`src/rtl/mc_controller.sv`:
```
// Multicycle RV32I control unit: Moore FSM sequencing fetch, decode, memory, ALU and branch steps.
// Optional feature: define MC_CTRL_BNE_EN to resolve funct3=001 in the branch state as bne.
module mc_controller (
  input  logic       clk,
  input  logic       reset,
  input  logic [6:0] op,
  input  logic [2:0] funct3,
  input  logic       funct7b5,
  input  logic       zero,
  output logic       PCWrite,
  output logic       AdrSrc,
  output logic       IRWrite,
  output logic       MemWrite,
  output logic       RegWrite,
  output logic [1:0] ResultSrc,
  output logic [1:0] ALUSrcA,
  output logic [1:0] ALUSrcB,
  output logic [1:0] ImmSrc,
  output logic [2:0] ALUControl,
  output logic [3:0] state
);

  localparam logic [6:0] OpLoad   = 7'b0000011;
  localparam logic [6:0] OpStore  = 7'b0100011;
  localparam logic [6:0] OpRtype  = 7'b0110011;
  localparam logic [6:0] OpItype  = 7'b0010011;
  localparam logic [6:0] OpJal    = 7'b1101111;
  localparam logic [6:0] OpBranch = 7'b1100011;

  localparam logic [2:0] AluAdd = 3'b000;
  localparam logic [2:0] AluSub = 3'b001;
  localparam logic [2:0] AluAnd = 3'b010;
  localparam logic [2:0] AluOr  = 3'b011;
  localparam logic [2:0] AluXor = 3'b100;
  localparam logic [2:0] AluSlt = 3'b101;

  typedef enum logic [3:0] {
    StFetch    = 4'd0,
    StDecode   = 4'd1,
    StMemAdr   = 4'd2,
    StMemRead  = 4'd3,
    StMemWb    = 4'd4,
    StMemWrite = 4'd5,
    StExecR    = 4'd6,
    StAluWb    = 4'd7,
    StExecI    = 4'd8,
    StJal      = 4'd9,
    StBeq      = 4'd10
  } state_e;

  typedef enum logic [1:0] {
    AluOpAdd,
    AluOpSub,
    AluOpFunc
  } alu_op_e;

  state_e  state_q, state_d;
  alu_op_e alu_op;
  logic    branch_taken;
  logic    pc_write_raw, ir_write_raw, mem_write_raw, reg_write_raw;

  // State register
  always_ff @(posedge clk) begin
    if (reset) begin
      state_q <= StFetch;
    end else begin
      state_q <= state_d;
    end
  end

  // Next-state logic
  always_comb begin
    state_d = StFetch;
    case (state_q)
      StFetch: state_d = StDecode;
      StDecode: begin
        case (op)
          OpLoad, OpStore: state_d = StMemAdr;
          OpRtype:         state_d = StExecR;
          OpItype:         state_d = StExecI;
          OpJal:           state_d = StJal;
          OpBranch:        state_d = StBeq;
          default:         state_d = StFetch;
        endcase
      end
      StMemAdr:   state_d = (op == OpLoad) ? StMemRead : StMemWrite;
      StMemRead:  state_d = StMemWb;
      StExecR,
      StExecI,
      StJal:      state_d = StAluWb;
      StMemWb,
      StMemWrite,
      StAluWb,
      StBeq:      state_d = StFetch;
      default:    state_d = StFetch;
    endcase
  end

  // Branch resolution: the only path from zero to an output
`ifdef MC_CTRL_BNE_EN
  assign branch_taken = (funct3 == 3'b001) ? ~zero : zero;
`else
  assign branch_taken = zero;
`endif

  // Moore outputs per state
  always_comb begin
    pc_write_raw  = 1'b0;
    ir_write_raw  = 1'b0;
    mem_write_raw = 1'b0;
    reg_write_raw = 1'b0;
    AdrSrc        = 1'b0;
    ResultSrc     = 2'b00;
    ALUSrcA       = 2'b00;
    ALUSrcB       = 2'b00;
    alu_op        = AluOpAdd;
    case (state_q)
      StFetch: begin
        ir_write_raw = 1'b1;
        pc_write_raw = 1'b1;
        ALUSrcB      = 2'b10;
        ResultSrc    = 2'b10;
      end
      StDecode: begin
        ALUSrcA = 2'b01;
        ALUSrcB = 2'b01;
      end
      StMemAdr: begin
        ALUSrcA = 2'b10;
        ALUSrcB = 2'b01;
      end
      StMemRead: AdrSrc = 1'b1;
      StMemWb: begin
        ResultSrc     = 2'b01;
        reg_write_raw = 1'b1;
      end
      StMemWrite: begin
        AdrSrc        = 1'b1;
        mem_write_raw = 1'b1;
      end
      StExecR: begin
        ALUSrcA = 2'b10;
        alu_op  = AluOpFunc;
      end
      StExecI: begin
        ALUSrcA = 2'b10;
        ALUSrcB = 2'b01;
        alu_op  = AluOpFunc;
      end
      StAluWb: reg_write_raw = 1'b1;
      StJal: begin
        ALUSrcA      = 2'b01;
        ALUSrcB      = 2'b10;
        pc_write_raw = 1'b1;
      end
      StBeq: begin
        ALUSrcA      = 2'b10;
        alu_op       = AluOpSub;
        pc_write_raw = branch_taken;
      end
      default: ;
    endcase
  end

  // Reset gates every write enable so an abandoned instruction leaves no trace
  assign PCWrite  = pc_write_raw & ~reset;
  assign IRWrite  = ir_write_raw & ~reset;
  assign MemWrite = mem_write_raw & ~reset;
  assign RegWrite = reg_write_raw & ~reset;

  // ALU decoder
  always_comb begin
    ALUControl = AluAdd;
    case (alu_op)
      AluOpAdd: ALUControl = AluAdd;
      AluOpSub: ALUControl = AluSub;
      AluOpFunc: begin
        case (funct3)
          3'b000:  ALUControl = (op[5] & funct7b5) ? AluSub : AluAdd;
          3'b010:  ALUControl = AluSlt;
          3'b100:  ALUControl = AluXor;
          3'b110:  ALUControl = AluOr;
          3'b111:  ALUControl = AluAnd;
          default: ALUControl = AluAdd;
        endcase
      end
      default: ALUControl = AluAdd;
    endcase
  end

  // Immediate format select, independent of state
  always_comb begin
    ImmSrc = 2'b00;
    case (op)
      OpStore:  ImmSrc = 2'b01;
      OpBranch: ImmSrc = 2'b10;
      OpJal:    ImmSrc = 2'b11;
      default:  ImmSrc = 2'b00;
    endcase
  end

  assign state = state_q;

endmodule

```
`config.mk`:
```
export PLATFORM = sky130hd
export DESIGN_NAME = mc_controller
export DESIGN_NICKNAME = d
export VERILOG_FILES = /design/src/rtl/mc_controller.sv
export SDC_FILE = /design/constraint.sdc
export NUM_CORES = 1
export LEC_CHECK = 0
export CORE_UTILIZATION = 33
export DETAILED_ROUTE_END_ITERATION = 16
export PLACE_DENSITY_LB_ADDON = 0.12
export SLEW_MARGIN = 20
export SYNTH_ARGS = -nofsm -noshare
export SYNTH_HDL_FRONTEND = slang
export SYNTH_SLANG_ARGS = --single-unit
```
`constraint.sdc`:
```
create_clock -name clk -period 1.95 [get_ports clk]
set_clock_uncertainty 0.05 [all_clocks]
set_input_delay 0.39 -clock clk [delete_from_list [all_inputs] [get_ports clk]]
set_output_delay 0.39 -clock clk [all_outputs]
set_load 0.05 [all_outputs]
```
## Word-level counts from Yosys, hierarchy flattened

Cells that the tools add are included.

- Equality and inequality tests: 22
- Mux-type cells: 16
- Bitwise logic cells: 6
- Reductions and logical operators: 11

Operators with widths:

| cell | count |
|---|---|
| one-hot mux 4 bit (5 select lines) | 2 |
| == test 4 x 3 -> 1 bit (second input constant) | 4 |
| one-hot mux 2 bit (2 select lines) | 4 |
| one-hot mux 3 bit (5 select lines) | 1 |
| == test 7 x 6 -> 1 bit (second input constant) | 2 |
| == test 7 bit (second input constant) | 2 |
| == test 4 bit (second input constant) | 3 |
| OR reduction 2 bit | 6 |
| == test 3 bit (second input constant) | 3 |
| == test 4 x 2 -> 1 bit (second input constant) | 2 |
| == test 7 x 2 -> 1 bit (second input constant) | 1 |
| == test 7 x 5 -> 1 bit (second input constant) | 1 |
| one-hot mux 2 bit (3 select lines) | 1 |
| one-hot mux 3 bit (2 select lines) | 1 |
| OR reduction 3 bit | 2 |
| AND 1 bit | 5 |
| two-way mux 1 bit | 5 |
| == test 4 x 1 -> 1 bit (second input constant) | 1 |
| zero test 4 bit | 1 |
| OR reduction 4 bit | 1 |
| == test 3 x 2 -> 1 bit (second input constant) | 1 |
| zero test 3 bit | 1 |
| two-way mux 3 bit | 1 |
| == test 2 x 1 -> 1 bit (second input constant) | 1 |
| 3 further kinds | 3 |

- Bits in registers: 4
- Input bits: 14
- Output and inout port bits: 20
- Logic and storage cells: 56

## Logic depth before layout (Yosys ltp)

- Depth in word-level cells: 5
- Depth in mapped cells: 8
- Mapped depth without buffers: 7

## Worst setup path after synthesis

OpenSTA, ideal clock, no wires.

- Path type: reg-to-output
- Start: register state_q[1] (netlist: state[1])
- End: output port ALUControl[2]
- Data arrival time: 3.294 ns
- Data required time: 1.510 ns
- Path slack: -1.784 ns
- Cell stages (with the launch flop): 7
- Buffers on the path: 1
- Path through: dfxtp_1 -> buf_6 -> or2_4 -> or2_4 -> a21oi_4 -> ha_1 -> nor4b_1

- Cells in the longest elaborated chain, start to end: 5
- Elaborated cells on any way between the ends: 8
- Classes of those cells: eq/ne (5); mux (2); reduce/logical (1)

Ends and longest elaborated chain:

| what | RTL line | source |
|---|---|---|
| start: declaration | 57 | `state_e state_q, state_d;` |
| start signal: assignment | 65 | `state_q <= StFetch;` |
| start signal: assignment | 67 | `state_q <= state_d;` |
| == test 4 bit or == test 4 x 3 -> 1 bit (tied branches) | 117 | `case (state_q)` |
| OR reduction 2 bit (no line) | - |  |
| one-hot mux 2 bit (2 select lines) * | 117 |  |
| == test 2 bit or == test 2 x 1 -> 1 bit (tied branches) | 174 | `case (alu_op)` |
| one-hot mux 3 bit (2 select lines) * | 174 |  |
| end: declaration | 19 | `output logic [2:0] ALUControl,` |

Every way passes the cells marked *; elsewhere a longest branch is shown, timed or not.

## Worst setup path in the final report

Ends and elaborated chain as after synthesis.

==> impl_results.md <==
* Placed cell areas at 0.001315 sq mm
* Root Buffer: clkbuf_4
* Largest net degree at the start of global routing at 18
* Max reg flops at 4
* Clock tree buffer depth at 2
* Clock Latency Late Sink at ~260 ps
* Non-filler cells, final at approximately 160
* Vias in the first global route at about 940
* H-tree depth at 1
* PwrDens at 315.0 mW/mm^2
* Final RePlAce weighted congestion at between 0.8 and 0.9
* RSZ-0062 raised after global routing: true
* Synth async-reset ratio at 0
* Core ar. at around 0.0016 sq mm
* Area growth from synthesis to layout at 152.9%
* DIE AREA at approximately 0.0019 sq mm
* TritonCTS Sinks at 4
* Syn Area/Cell at 6.792 sq um
* Antenna violations before repair at 0
* Post-route DRC at 2
* Fin area at roughly 0.0014 sq mm
* GR Util All Layers at 0.3453
* First-pass GRT wire length at roughly 4500 um
* Relative slew slack at 0.7701
* Maxcap violations at 0
* Tcrit/Tclk final at 1.249
* Fin nets at 160
* Count of final setup violators at 4
* Die height at about 44 um
* Pre-CTS WS at -231.1 ps
* Detailed Route Iter0 Violations at 59
* N_diodes at 0
* Crit path time final at approximately 2400 ps
* Hold Crit Class: reg -> reg
* Mapped Area at 570.5 sq um
* Share of cells above drive strength 1 at 0.5874
* I/O pin cnt at 34
* Reg clk slew, reported paths at 50 ps
* Peak Freq at 410.7 MHz
* Final Max Slew Viols at 0
* Top_reg_cell synth: dfxtp_1
* Failing checks: DRC, setup timing
* Most frequent cell after synthesis: nor2_1
* CP required at between 1500 and 2000 ps
* Synth area leaders: dfxtp_1 (14%), nor2_1 (7.9%), nand2_1 (5.3%)
* Commonest cells in the netlist: nor2_1 (12), nand2_1 (8)
* Starting density of the core at 0.3660
* CP Launch Type: flip-flop
* Routed vias/inst at just over 6
* Sequential share of the synthesized area at 0.1404
* Synthesized instance count at 84
* Critical Path End Type: primary output
* Row cnt at 14
* Final setup margin at -484.7 ps
* CTS tree: yes
* Final TNS setup at -1298 ps
* Peak supply drop at about 0.00027 V
* Routed WL at roughly 3300 um
* DP Cell Count at between 150 and 200
* Vias at roughly 980
* FF+latch count, synth at 4
* EDFF count, synth at 0
* Synth Net Count at 100
* LEAKAGE at between 0.6 and 0.7 nW
* Status: finished, violations left
* Critical path arrival at 1990 ps
* Cell taking the most area after synthesis: dfxtp_1
* Pre-antenna DRT Iters at 10
* Ys Warns at 0
* Synth unique cells at 32
* Final Hold Viols at 0
* Worst-path fanout max at 2
* Hold Buf Count CTS at 0
* Top cell type's share of synthesized area at 0.1404
* Port Buffers at 33
* Crit Path Class: reg -> out
* ANT nets after route at 0
* Total global routing overflow at 0
* Post-DP HPWL at 1656 um
* Avg WL per Cell at between 20 and 25 um
* Die Wd at between 40 and 50 um
* Num CTS Buffers at 3
* Worst Max-Slew Pin Slew at 342.2 ps
## metrics by stage
step	util	hold WS (ps)	power, W
after floorplan	-	447.9	0.0001859
after global placement	0.8435	544.6	0.0003035
after CTS	0.9021	556.6	0.0004337
after detailed placement	0.8435	552.8	0.0003096
final	0.9254	610.1	0.0004545
after global routing	0.9254	616.7	0.0004691
## report_power, final
part / switching [W] / internal (W)
Combinational: 0.000128 / 0.000111
Sequential: 0.00000131 / 0.0000832
Clock: 0.0000527 / 0.0000780
## placed cells by master, fill, tap and decap left out, types with 4 or more instances in the layout
cell type	instances
buf_12	17
buf_4	28
clkdlybuf4s50_1	6
inv_1	4
nand2_1	8
nor2_1	6
nor2_2	4
## final cells by class
| class | instances | area, sq um |
|---|---|---|
| flip-flops and latches | 4 | 87.58 |
| multi-input cells | 70 | 600.6 |
| fillers | 59 | 116.4 |
| inverters | 5 | 18.77 |
| repair buffers | 60 | 689.4 |
| clock buffers | 4 | 26.28 |
| well taps | 16 | 20.02 |
## timing repair
| item | CTS | global route |
|---|---|---|
| gates resized for setup | 24 | 6 |
| pin swaps | 8 | 3 |
| setup endpoints to repair | 7 | 10 |
| buffers inserted | 2 | 2 |
## path summary, 6_finish.rpt
kind,endpoint,slack (ps),depth (start not counted),from
max,ALUControl[2],-480,6,state[1]$_SDFF_PP0_
min,state[0]$_SDFF_PP0_,610,2,state[3]$_SDFF_PP0_
max reg2reg,state[2]$_SDFF_PP0_,570,5,state[0]$_SDFF_PP0_
min reg2reg,state[0]$_SDFF_PP0_,610,2,state[3]$_SDFF_PP0_
## critical path, cell delays in order, from the launching register on
cell and delay [ps]:
dfxtp_4 330, or2_4 230, or2_4 250, a21oi_4 170
ha_4 240, nor4b_4 320, buf_12 180
## cell families after synthesis
group,synth area share
AO/OA/AOI/OAI,0.1952
adder cells (fa/ha/maj),0.04385
AND/OR/NAND/NOR,0.4562
flip-flops,0.1404
buffers and inverters,0.08771
XOR/XNOR,0.07677
## layer usage
layer / vias to the layer above / track usage / part of all wire
met5: - / 0 / 0
met1: 446 / 0.3300 / 0.33
met4: 0 / 0.4063 / 0.093
met2: 86 / 0.5343 / 0.49
li1: 413 / - / -
met3: 34 / 0.1167 / 0.087
Note: power is estimated with default switching activity, not from simulation.
